<file path="src/rtl/fault_recovery_ctrl_mc_if.sv">
// Bundle between control unit, datapath and the fault recovery controller.
// The controller uses the slave modport; the control/datapath side (or a
// bench) uses the master modport. Clock and reset stay plain ports.
// Handshake note: there is no valid/ready pair here. All inputs are level
// signals sampled on every rising clock edge; all outputs are combinational
// from registered controller state plus the *_normal enables.
interface fault_recovery_ctrl_mc_if #(
   parameter int N_SRC = 4,
   parameter int XLEN  = 32,
   parameter int CNT_W = 8
);
   logic [N_SRC-1:0] fault_vec;
   logic             retire_valid;
   logic             clear_halt;
   logic [XLEN-1:0]  pc_current;
   logic             pc_write_normal;
   logic             reg_write_normal;
   logic             mem_write_normal;
   logic             pc_write_out;
   logic             reg_write_out;
   logic             mem_write_out;
   logic [XLEN-1:0]  pc_next;
   logic             pc_override;
   logic             insert_nop;
   logic             retry_en;
   logic [1:0]       fault_state;
   logic [N_SRC-1:0] fault_src;
   logic [3:0]       retry_count;
   logic [CNT_W-1:0] fault_count;
   logic             wdt_fault;

   modport slave (
      input  fault_vec, retire_valid, clear_halt, pc_current,
             pc_write_normal, reg_write_normal, mem_write_normal,
      output pc_write_out, reg_write_out, mem_write_out, pc_next,
             pc_override, insert_nop, retry_en, fault_state, fault_src,
             retry_count, fault_count, wdt_fault
   );

   modport master (
      output fault_vec, retire_valid, clear_halt, pc_current,
             pc_write_normal, reg_write_normal, mem_write_normal,
      input  pc_write_out, reg_write_out, mem_write_out, pc_next,
             pc_override, insert_nop, retry_en, fault_state, fault_src,
             retry_count, fault_count, wdt_fault
   );
endinterface

</file>
<file path="src/rtl/fault_recovery_ctrl_mc.sv">
// Multi-source fault recovery controller: freeze / rollback-retry / halt.
// Gates PC/register/memory write enables, keeps a rollback PC checkpoint
// and exports saturating fault statistics.
// Optional feature macro: FTC_WATCHDOG_EN (retire watchdog, minor fault).
module fault_recovery_ctrl_mc #(
   parameter int               N_SRC         = 4,
   parameter logic [N_SRC-1:0] CRIT_MASK     = 4'b1000,
   parameter int               XLEN          = 32,
   parameter logic [XLEN-1:0]  RESET_PC      = 32'h0000_0000,
   parameter int               MAX_RETRY     = 2,
   parameter int               FREEZE_CYCLES = 2,
   parameter int               CNT_W         = 8,
   parameter int               WDT_CYCLES    = 64
) (
   input  logic                          clk,
   input  logic                          reset_n,
   fault_recovery_ctrl_mc_if.slave       ftc
);

   typedef enum logic [1:0] {
      S_RUN     = 2'd0,
      S_FREEZE  = 2'd1,
      S_RECOVER = 2'd2,
      S_HALT    = 2'd3
   } state_e;

   localparam int FW = (FREEZE_CYCLES > 1) ? $clog2(FREEZE_CYCLES) : 1;

   state_e           state_q,    state_d;
   logic [XLEN-1:0]  pc_saved_q, pc_saved_d;
   logic [N_SRC-1:0] src_q,      src_d;
   logic [3:0]       retry_q,    retry_d;
   logic [CNT_W-1:0] cnt_q,      cnt_d;
   logic [FW-1:0]    frz_q,      frz_d;

   logic any_fault;
   logic crit;
   logic wdt_hit;

   assign any_fault = |ftc.fault_vec;
   assign crit      = |(ftc.fault_vec & CRIT_MASK);

`ifdef FTC_WATCHDOG_EN
   localparam int WW = (WDT_CYCLES > 1) ? $clog2(WDT_CYCLES) : 1;
   logic [WW-1:0] wdt_q, wdt_d;

   assign wdt_hit = (state_q == S_RUN) && (wdt_q == WW'(WDT_CYCLES - 1));

   // Watchdog counts RUN cycles without a retire; clears on retire or exit.
   always_comb begin
      wdt_d = wdt_q + 1'b1;
      if (state_q != S_RUN || state_d != S_RUN || ftc.retire_valid)
         wdt_d = '0;
   end

   // Watchdog counter register.
   always_ff @(posedge clk or negedge reset_n) begin
      if (!reset_n) wdt_q <= '0;
      else          wdt_q <= wdt_d;
   end
`else
   logic unused_wdt_cfg;
   assign unused_wdt_cfg = ^(32'(WDT_CYCLES));
   assign wdt_hit        = 1'b0;
`endif

   // Next-state and bookkeeping for the recovery FSM.
   always_comb begin
      state_d    = state_q;
      pc_saved_d = pc_saved_q;
      src_d      = src_q;
      retry_d    = retry_q;
      cnt_d      = cnt_q;
      frz_d      = frz_q;
      case (state_q)
         S_RUN: begin
            if (any_fault || wdt_hit) begin
               // A real fault outranks the watchdog and a same-cycle retire.
               if (any_fault) src_d = ftc.fault_vec;
               if (!(&cnt_q)) cnt_d = cnt_q + 1'b1;
               if ((any_fault && crit) || retry_q == 4'(MAX_RETRY)) begin
                  state_d = S_HALT;
               end else begin
                  state_d = S_FREEZE;
                  frz_d   = FW'(FREEZE_CYCLES - 1);
               end
            end else if (ftc.retire_valid) begin
               pc_saved_d = ftc.pc_current;
               retry_d    = '0;
            end
         end
         S_FREEZE: begin
            src_d = src_q | ftc.fault_vec;
            if (crit) begin
               state_d = S_HALT;
            end else if (frz_q == '0) begin
               state_d = S_RECOVER;
            end else begin
               frz_d = frz_q - 1'b1;
            end
         end
         S_RECOVER: begin
            // Faults seen during the rollback cycle are deliberately ignored.
            retry_d = retry_q + 1'b1;
            state_d = S_RUN;
         end
         S_HALT: begin
            if (ftc.clear_halt) begin
               state_d = S_RUN;
               retry_d = '0;
               src_d   = '0;
            end
         end
         default: state_d = S_RUN;
      endcase
   end

   // State, checkpoint and statistics registers.
   always_ff @(posedge clk or negedge reset_n) begin
      if (!reset_n) begin
         state_q    <= S_RUN;
         pc_saved_q <= RESET_PC;
         src_q      <= '0;
         retry_q    <= '0;
         cnt_q      <= '0;
         frz_q      <= '0;
      end else begin
         state_q    <= state_d;
         pc_saved_q <= pc_saved_d;
         src_q      <= src_d;
         retry_q    <= retry_d;
         cnt_q      <= cnt_d;
         frz_q      <= frz_d;
      end
   end

   // Write gating and recovery control outputs from registered state.
   always_comb begin
      ftc.pc_write_out  = 1'b0;
      ftc.reg_write_out = 1'b0;
      ftc.mem_write_out = 1'b0;
      ftc.pc_override   = 1'b0;
      ftc.insert_nop    = 1'b0;
      ftc.retry_en      = 1'b0;
      case (state_q)
         S_RUN: begin
            ftc.pc_write_out  = ftc.pc_write_normal;
            ftc.reg_write_out = ftc.reg_write_normal;
            ftc.mem_write_out = ftc.mem_write_normal;
         end
         S_RECOVER: begin
            ftc.pc_write_out = 1'b1;
            ftc.pc_override  = 1'b1;
            ftc.insert_nop   = 1'b1;
            ftc.retry_en     = 1'b1;
         end
         default: ftc.insert_nop = 1'b1;
      endcase
      // Nothing may be written while reset is asserted.
      if (!reset_n) begin
         ftc.pc_write_out  = 1'b0;
         ftc.reg_write_out = 1'b0;
         ftc.mem_write_out = 1'b0;
         ftc.pc_override   = 1'b0;
         ftc.insert_nop    = 1'b0;
         ftc.retry_en      = 1'b0;
      end
   end

   assign ftc.pc_next     = pc_saved_q;
   assign ftc.fault_state = state_q;
   assign ftc.fault_src   = src_q;
   assign ftc.retry_count = retry_q;
   assign ftc.fault_count = cnt_q;
   assign ftc.wdt_fault   = wdt_hit & reset_n;

endmodule

</file>
<file path="src/flat_wrapper.sv">
// flat-port wrapper written by rule: the top's interface ports become plain ports
module fault_recovery_ctrl_mc_flat 
#(
   parameter int               N_SRC         = 4,
   parameter logic [N_SRC-1:0] CRIT_MASK     = 4'b1000,
   parameter int               XLEN          = 32,
   parameter logic [XLEN-1:0]  RESET_PC      = 32'h0000_0000,
   parameter int               MAX_RETRY     = 2,
   parameter int               FREEZE_CYCLES = 2,
   parameter int               CNT_W         = 8,
   parameter int               WDT_CYCLES    = 64
)
  (clk, reset_n, ftc_fault_vec, ftc_retire_valid, ftc_clear_halt, ftc_pc_current, ftc_pc_write_normal, ftc_reg_write_normal, ftc_mem_write_normal, ftc_pc_write_out, ftc_reg_write_out, ftc_mem_write_out, ftc_pc_next, ftc_pc_override, ftc_insert_nop, ftc_retry_en, ftc_fault_state, ftc_fault_src, ftc_retry_count, ftc_fault_count, ftc_wdt_fault);
  fault_recovery_ctrl_mc_if #(.N_SRC(N_SRC), .XLEN(XLEN), .CNT_W(CNT_W)) ftc_i ();
  input  logic clk;
  input  logic reset_n;
  input wire logic [$bits(ftc_i.fault_vec)-1:0] ftc_fault_vec;
  input wire logic [$bits(ftc_i.retire_valid)-1:0] ftc_retire_valid;
  input wire logic [$bits(ftc_i.clear_halt)-1:0] ftc_clear_halt;
  input wire logic [$bits(ftc_i.pc_current)-1:0] ftc_pc_current;
  input wire logic [$bits(ftc_i.pc_write_normal)-1:0] ftc_pc_write_normal;
  input wire logic [$bits(ftc_i.reg_write_normal)-1:0] ftc_reg_write_normal;
  input wire logic [$bits(ftc_i.mem_write_normal)-1:0] ftc_mem_write_normal;
  output wire logic [$bits(ftc_i.pc_write_out)-1:0] ftc_pc_write_out;
  output wire logic [$bits(ftc_i.reg_write_out)-1:0] ftc_reg_write_out;
  output wire logic [$bits(ftc_i.mem_write_out)-1:0] ftc_mem_write_out;
  output wire logic [$bits(ftc_i.pc_next)-1:0] ftc_pc_next;
  output wire logic [$bits(ftc_i.pc_override)-1:0] ftc_pc_override;
  output wire logic [$bits(ftc_i.insert_nop)-1:0] ftc_insert_nop;
  output wire logic [$bits(ftc_i.retry_en)-1:0] ftc_retry_en;
  output wire logic [$bits(ftc_i.fault_state)-1:0] ftc_fault_state;
  output wire logic [$bits(ftc_i.fault_src)-1:0] ftc_fault_src;
  output wire logic [$bits(ftc_i.retry_count)-1:0] ftc_retry_count;
  output wire logic [$bits(ftc_i.fault_count)-1:0] ftc_fault_count;
  output wire logic [$bits(ftc_i.wdt_fault)-1:0] ftc_wdt_fault;
  assign ftc_i.fault_vec = ftc_fault_vec;
  assign ftc_i.retire_valid = ftc_retire_valid;
  assign ftc_i.clear_halt = ftc_clear_halt;
  assign ftc_i.pc_current = ftc_pc_current;
  assign ftc_i.pc_write_normal = ftc_pc_write_normal;
  assign ftc_i.reg_write_normal = ftc_reg_write_normal;
  assign ftc_i.mem_write_normal = ftc_mem_write_normal;
  assign ftc_pc_write_out = ftc_i.pc_write_out;
  assign ftc_reg_write_out = ftc_i.reg_write_out;
  assign ftc_mem_write_out = ftc_i.mem_write_out;
  assign ftc_pc_next = ftc_i.pc_next;
  assign ftc_pc_override = ftc_i.pc_override;
  assign ftc_insert_nop = ftc_i.insert_nop;
  assign ftc_retry_en = ftc_i.retry_en;
  assign ftc_fault_state = ftc_i.fault_state;
  assign ftc_fault_src = ftc_i.fault_src;
  assign ftc_retry_count = ftc_i.retry_count;
  assign ftc_fault_count = ftc_i.fault_count;
  assign ftc_wdt_fault = ftc_i.wdt_fault;
  fault_recovery_ctrl_mc #(.N_SRC(N_SRC), .CRIT_MASK(CRIT_MASK), .XLEN(XLEN), .RESET_PC(RESET_PC), .MAX_RETRY(MAX_RETRY), .FREEZE_CYCLES(FREEZE_CYCLES), .CNT_W(CNT_W), .WDT_CYCLES(WDT_CYCLES)) u_core (.clk(clk), .reset_n(reset_n), .ftc(ftc_i));
endmodule
</file>
<file path="config.mk">
export PLATFORM = sky130hd
export DESIGN_NAME = fault_recovery_ctrl_mc_flat
export DESIGN_NICKNAME = d
export VERILOG_FILES = /design/src/rtl/fault_recovery_ctrl_mc_if.sv /design/src/rtl/fault_recovery_ctrl_mc.sv /design/src/flat_wrapper.sv
export SDC_FILE = /design/constraint.sdc
export NUM_CORES = 1
export LEC_CHECK = 0
export ABC_AREA = 0
export CORE_UTILIZATION = 47
export CTS_BUF_LIST = sky130_fd_sc_hd__clkbuf_8
export DETAILED_ROUTE_END_ITERATION = 10
export PLACE_DENSITY_LB_ADDON = 0.15
export SYNTH_ARGS = -nofsm -noshare
export SYNTH_HDL_FRONTEND = slang
export SYNTH_SLANG_ARGS = --single-unit
</file>
<file path="constraint.sdc">
create_clock -name clk -period 4.7 [get_ports clk]
set_input_delay 1.41 -clock clk [delete_from_list [all_inputs] [get_ports clk]]
set_output_delay 1.41 -clock clk [all_outputs]
set_load 0.05 [all_outputs]
</file>
==> metrics.md <==
| Metric | Value |
|---|---|
| Power density over cell area | `roughly 780 mW/mm^2` |
| Critical Path RT | `3290 ps` |
| Max Clk Rate | `0.2352 GHz` |
| Antenna cell count | `0` |
| H-tree Lvls | `2` |
| Crit Reg-Reg Startpoint | `u_core.ftc.fault_state[1]` |
| Fin Clk Skew | `between 7 and 8 ps` |
| Clk_lat worst skew | `300 ps` |
| Via count of the first global-routing pass | `1667` |
| Clock network fraction of total power | `10.5%` |
| Routed wirelength normalized by instance count | `14.99 um` |
| I/O pin count | `100` |
| IO buf count | `between 90 and 100` |
| Total iterations of the first detailed-routing run | `4` |
| Starting DRC count in detailed routing | `45` |
| Result of the run | `completed` |
| Hpwl dp | `3908 um` |
| Row count | `25` |
| Clock tree from TritonCTS | `done` |
| Switch share | `a little under half` |
| Share of post-route cells with drive strength above 1 | `18.41%` |
| Synthesized cell area | `0.002369 sq mm` |
| Number of unique standard cell types used by synthesis | `37` |
| Start point of the worst min-delay path | `u_core.ftc.pc_next[22]` |
| Per-cell via count in the routed design | `4.962` |
| Sum of negative setup slack | `0 ps` |
| Internal power | `approximately 0.0014 W` |
| Synth Area per Inst | `13.31 sq um` |
| Crit path capture type | `output port` |
| Cells along the critical path | `clkdlybuf4s50_1 > and3_1 > clkdlybuf4s50_1` |
| Synth Warn # | `0` |
| Number of hold-slack violations in the final timing report | `0` |
| Top Family by Delay on Critical Path | `buffers and inverters` |
| Num CTS Buffers | `5` |
| FF-to-FF setup slack | `2640 ps` |
| Library cell with the largest summed area after synthesis | `dfrtp_1` |
| Vias post-DR | `between 1500 and 2000` |
| Number of enable-type register cells in the synthesized netlist | `0` |
| Area grow syn2layout | `46.96%` |
| Crit Path Class | `in2out` |
| Min-Delay Path Class | `reg2reg` |
| Count of hold buffers inserted by post-cts repair | `0` |
| Power, Total | `0.002706 W` |
| Top cell type's share of synthesized area | `around 54%` |
| Final setup violation count | `0` |
| Count of final max-slew check failures | `0` |
| Full die area | `roughly 0.0053 sq mm` |
| Width of the chip | `72.99 um` |
| Buffers from clock root to sink, at most | `2` |
| Clock-pin slew on the worst setup and hold paths | `80 ps` |
| Initial cell density of the core | `roughly 50%` |
| Part of the cycle the worst path needs | `about nine tenths` |
| Area of the core | `0.004786 sq mm` |
| Sequential group share of total power | `30.0%` |
| Startpoint type of the worst setup path | `primary input` |
| Post-route DRC | `0` |
| Setup repair after global routing missed its margin | `false` |
| Antenna-violating nets left | `0` |
| Cell type with the highest occurrence count on the critical path | `clkdlybuf4s50_1` |
| Capturing point of the worst reg2reg path | `u_core.ftc.pc_next[27]` |
| Critical Path AT | `between 2000 and 3000 ps` |
| Die span in y | `72.99 um` |
| GP Congestion | `0.7888` |
| Worst VDD drop | `~520 uV` |
| Relative slew slack | `57.14%` |
| Number of cells in the design after placement | `roughly 340` |
| Slowest cell on the critical path | `clkdlybuf4s50_1` |
| Post-synthesis instance total | `178` |
| Cell with the most instances after synthesis | `dfrtp_1` |
| Critical path's largest stage delay | `810 ps` |
| Net load switching power | `0.001297 W` |
| Placed Area | `0.003378 sq mm` |
| Seq cells post-synth | `slightly above 50` |
| Post-route cell area | `0.003481 sq mm` |
| Antenna violations before repair | `0` |
| Largest net degree at the start of global routing | `37` |
| Total global routing track utilization | `20.15%` |
| Top fanout value on the critical path | `1` |
| Final Net Count | `~320` |
| Worst path buffer plus inverter count | `2` |
| Resized Gates After CTS | `0` |
| Worst-case hold slack | `roughly 510 ps` |
| Cell types occupying the most area after synthesis | `dfrtp_1, mux2_4, a21oi_1` |
| Final non-filler cell total | `344` |
| Sequential share of the synthesized area | `53.88%` |
| Wire length reported by the detailed router | `5158 um` |
| Logic pwr share | `59.6%` |
| Post-Syn Nets | `about 220` |
| Num Clock Sinks | `51` |
| Hold Path Cell Cnt | `1` |
| Post-CTS setup repair buffer count | `0` |
| Global-route wire length before repair | `8059 um` |
| Least-Margin Pin Slew | `642.9 ps` |
| Fraction of synthesis flops using an asynchronous set or reset pin | `100.0%` |
| CTS root buf | `clkbuf_8` |
| Top flip-flop cell by instance count after synthesis | `dfrtp_1` |
| Max-cap check violation count | `0` |
| Commonest cells in the synthesized netlist | `dfrtp_1, mux2_4, a21oi_1, nor2_1, nand2_1` |
| Depth of the worst register-to-register path | `3` |
| Leakage power total | `1.630 nW` |
| Worst min-delay path endpoint | `u_core.ftc.pc_next[22]` |
| GRT Residual Overflow | `0` |
| Clock period minus final worst setup slack | `roughly 4300 ps` |
kinds of logic (layout without fill, tap and decap cells):
logic type	after synthesis	in the layout	share of synthesized area (%)
compound gates	26	26	6.815
xor+xnor	4	4	1.479
fa+ha+maj	3	3	1.585
buf+inv	13	112	3.328
flops	51	51	53.88
mux	35	35	21.55
other cells	1	1	0.1583
simple gates	45	45	11.20
flip-flops by register name, indices dropped and copies added (netlist names):
register                count
u_core.ftc.retry_count      4
u_core.ftc.fault_src        4
u_core.ftc.fault_count      8
u_core.ftc.fault_state      2
u_core.frz_q                1
u_core.ftc.pc_next         32
per-stage QoR:
| stage | setup WS (ps) | util (%) |
|---|---|---|
| after floorplan | 758.6 | - |
| after global placement | 441.2 | 70.59 |
| after detailed placement | 444.3 | 70.59 |
| after CTS | 444.3 | 72.73 |
| after global routing | 418.2 | 72.73 |
| final | 448.7 | 72.73 |
metal layers:
layer  vias up  global-route usage, %  part of all wire [%]
met5         -                      0                     0
met4         0                  7.190                   1.3
met3         6                  4.834                   4.8
met2        50                  34.05                    51
met1       833                  25.16                    43
li1        818                      -                     -
worst max-delay path by stage:
| stage | endpoint | slack, ps | depth (start not counted) | startpoint |
|---|---|---|---|---|
| global placement | ftc_reg_write_out | 440 | 3 | ftc_reg_write_normal |
| floorplan | ftc_pc_write_out | 760 | 2 | reset_n |
| CTS | ftc_mem_write_out | 440 | 3 | ftc_mem_write_normal |
| global route | ftc_reg_write_out | 420 | 3 | ftc_reg_write_normal |
| detailed placement | ftc_mem_write_out | 440 | 3 | ftc_mem_write_normal |
| finish | ftc_mem_write_out | 450 | 3 | ftc_mem_write_normal |
layout make-up:
cell class | instances | area, sq um
fillers | 387 | 1305
flip-flops and latches | 51 | 1276
multi-input cells | 114 | 1013
repair buffers | 100 | 985.9
well taps | 67 | 83.83
clock buffers | 5 | 68.82
clock inverters | 2 | 33.78
inverters | 5 | 18.77
cells in the final DEF, fill, tap and decap left out:
cell type        count
inv_1                6
nor4_4               1
o211ai_2             1
ha_1                 3
nor2_1              11
a31oi_1              1
buf_4                4
xnor2_1              2
and3_1               2
xor2_1               2
mux2_1               1
a21oi_1             13
a21boi_0             1
nand3_4              1
nor3_1               5
dfrtp_1             51
o21ai_0              4
nand2_1             10
o41ai_1              1
conb_1               1
nand4_1              1
or4_4                1
clkdlybuf4s50_1     95
o2bb2ai_1            1
buf_2                1
or3_1                1
nor2_4               1
a21o_1               2
nor3b_1              2
and4b_1              1
nand2_4              1
a211o_1              2
nand2b_1             2
clkbuf_8             5
mux2_2               3
nor2b_1              1
bufinv_16            1
nand3_1              4
mux2_4              31
power by group through the flow:
| stage | Combinational (W) | Clock, W | Sequential (W) |
|---|---|---|---|
| 3_3_place_gp | 0.00160 | 0 | 0.000809 |
| 4_1_cts | 0.00162 | 0.000295 | 0.000811 |
| 2_1_floorplan | 0.000450 | 0 | 0.00145 |
| 3_5_place_dp | 0.00162 | 0 | 0.000816 |
| 5_1_grt | 0.00168 | 0.000307 | 0.000840 |
| 6_report | 0.00161 | 0.000284 | 0.000811 |
Power figures use the tool's default switching activity.
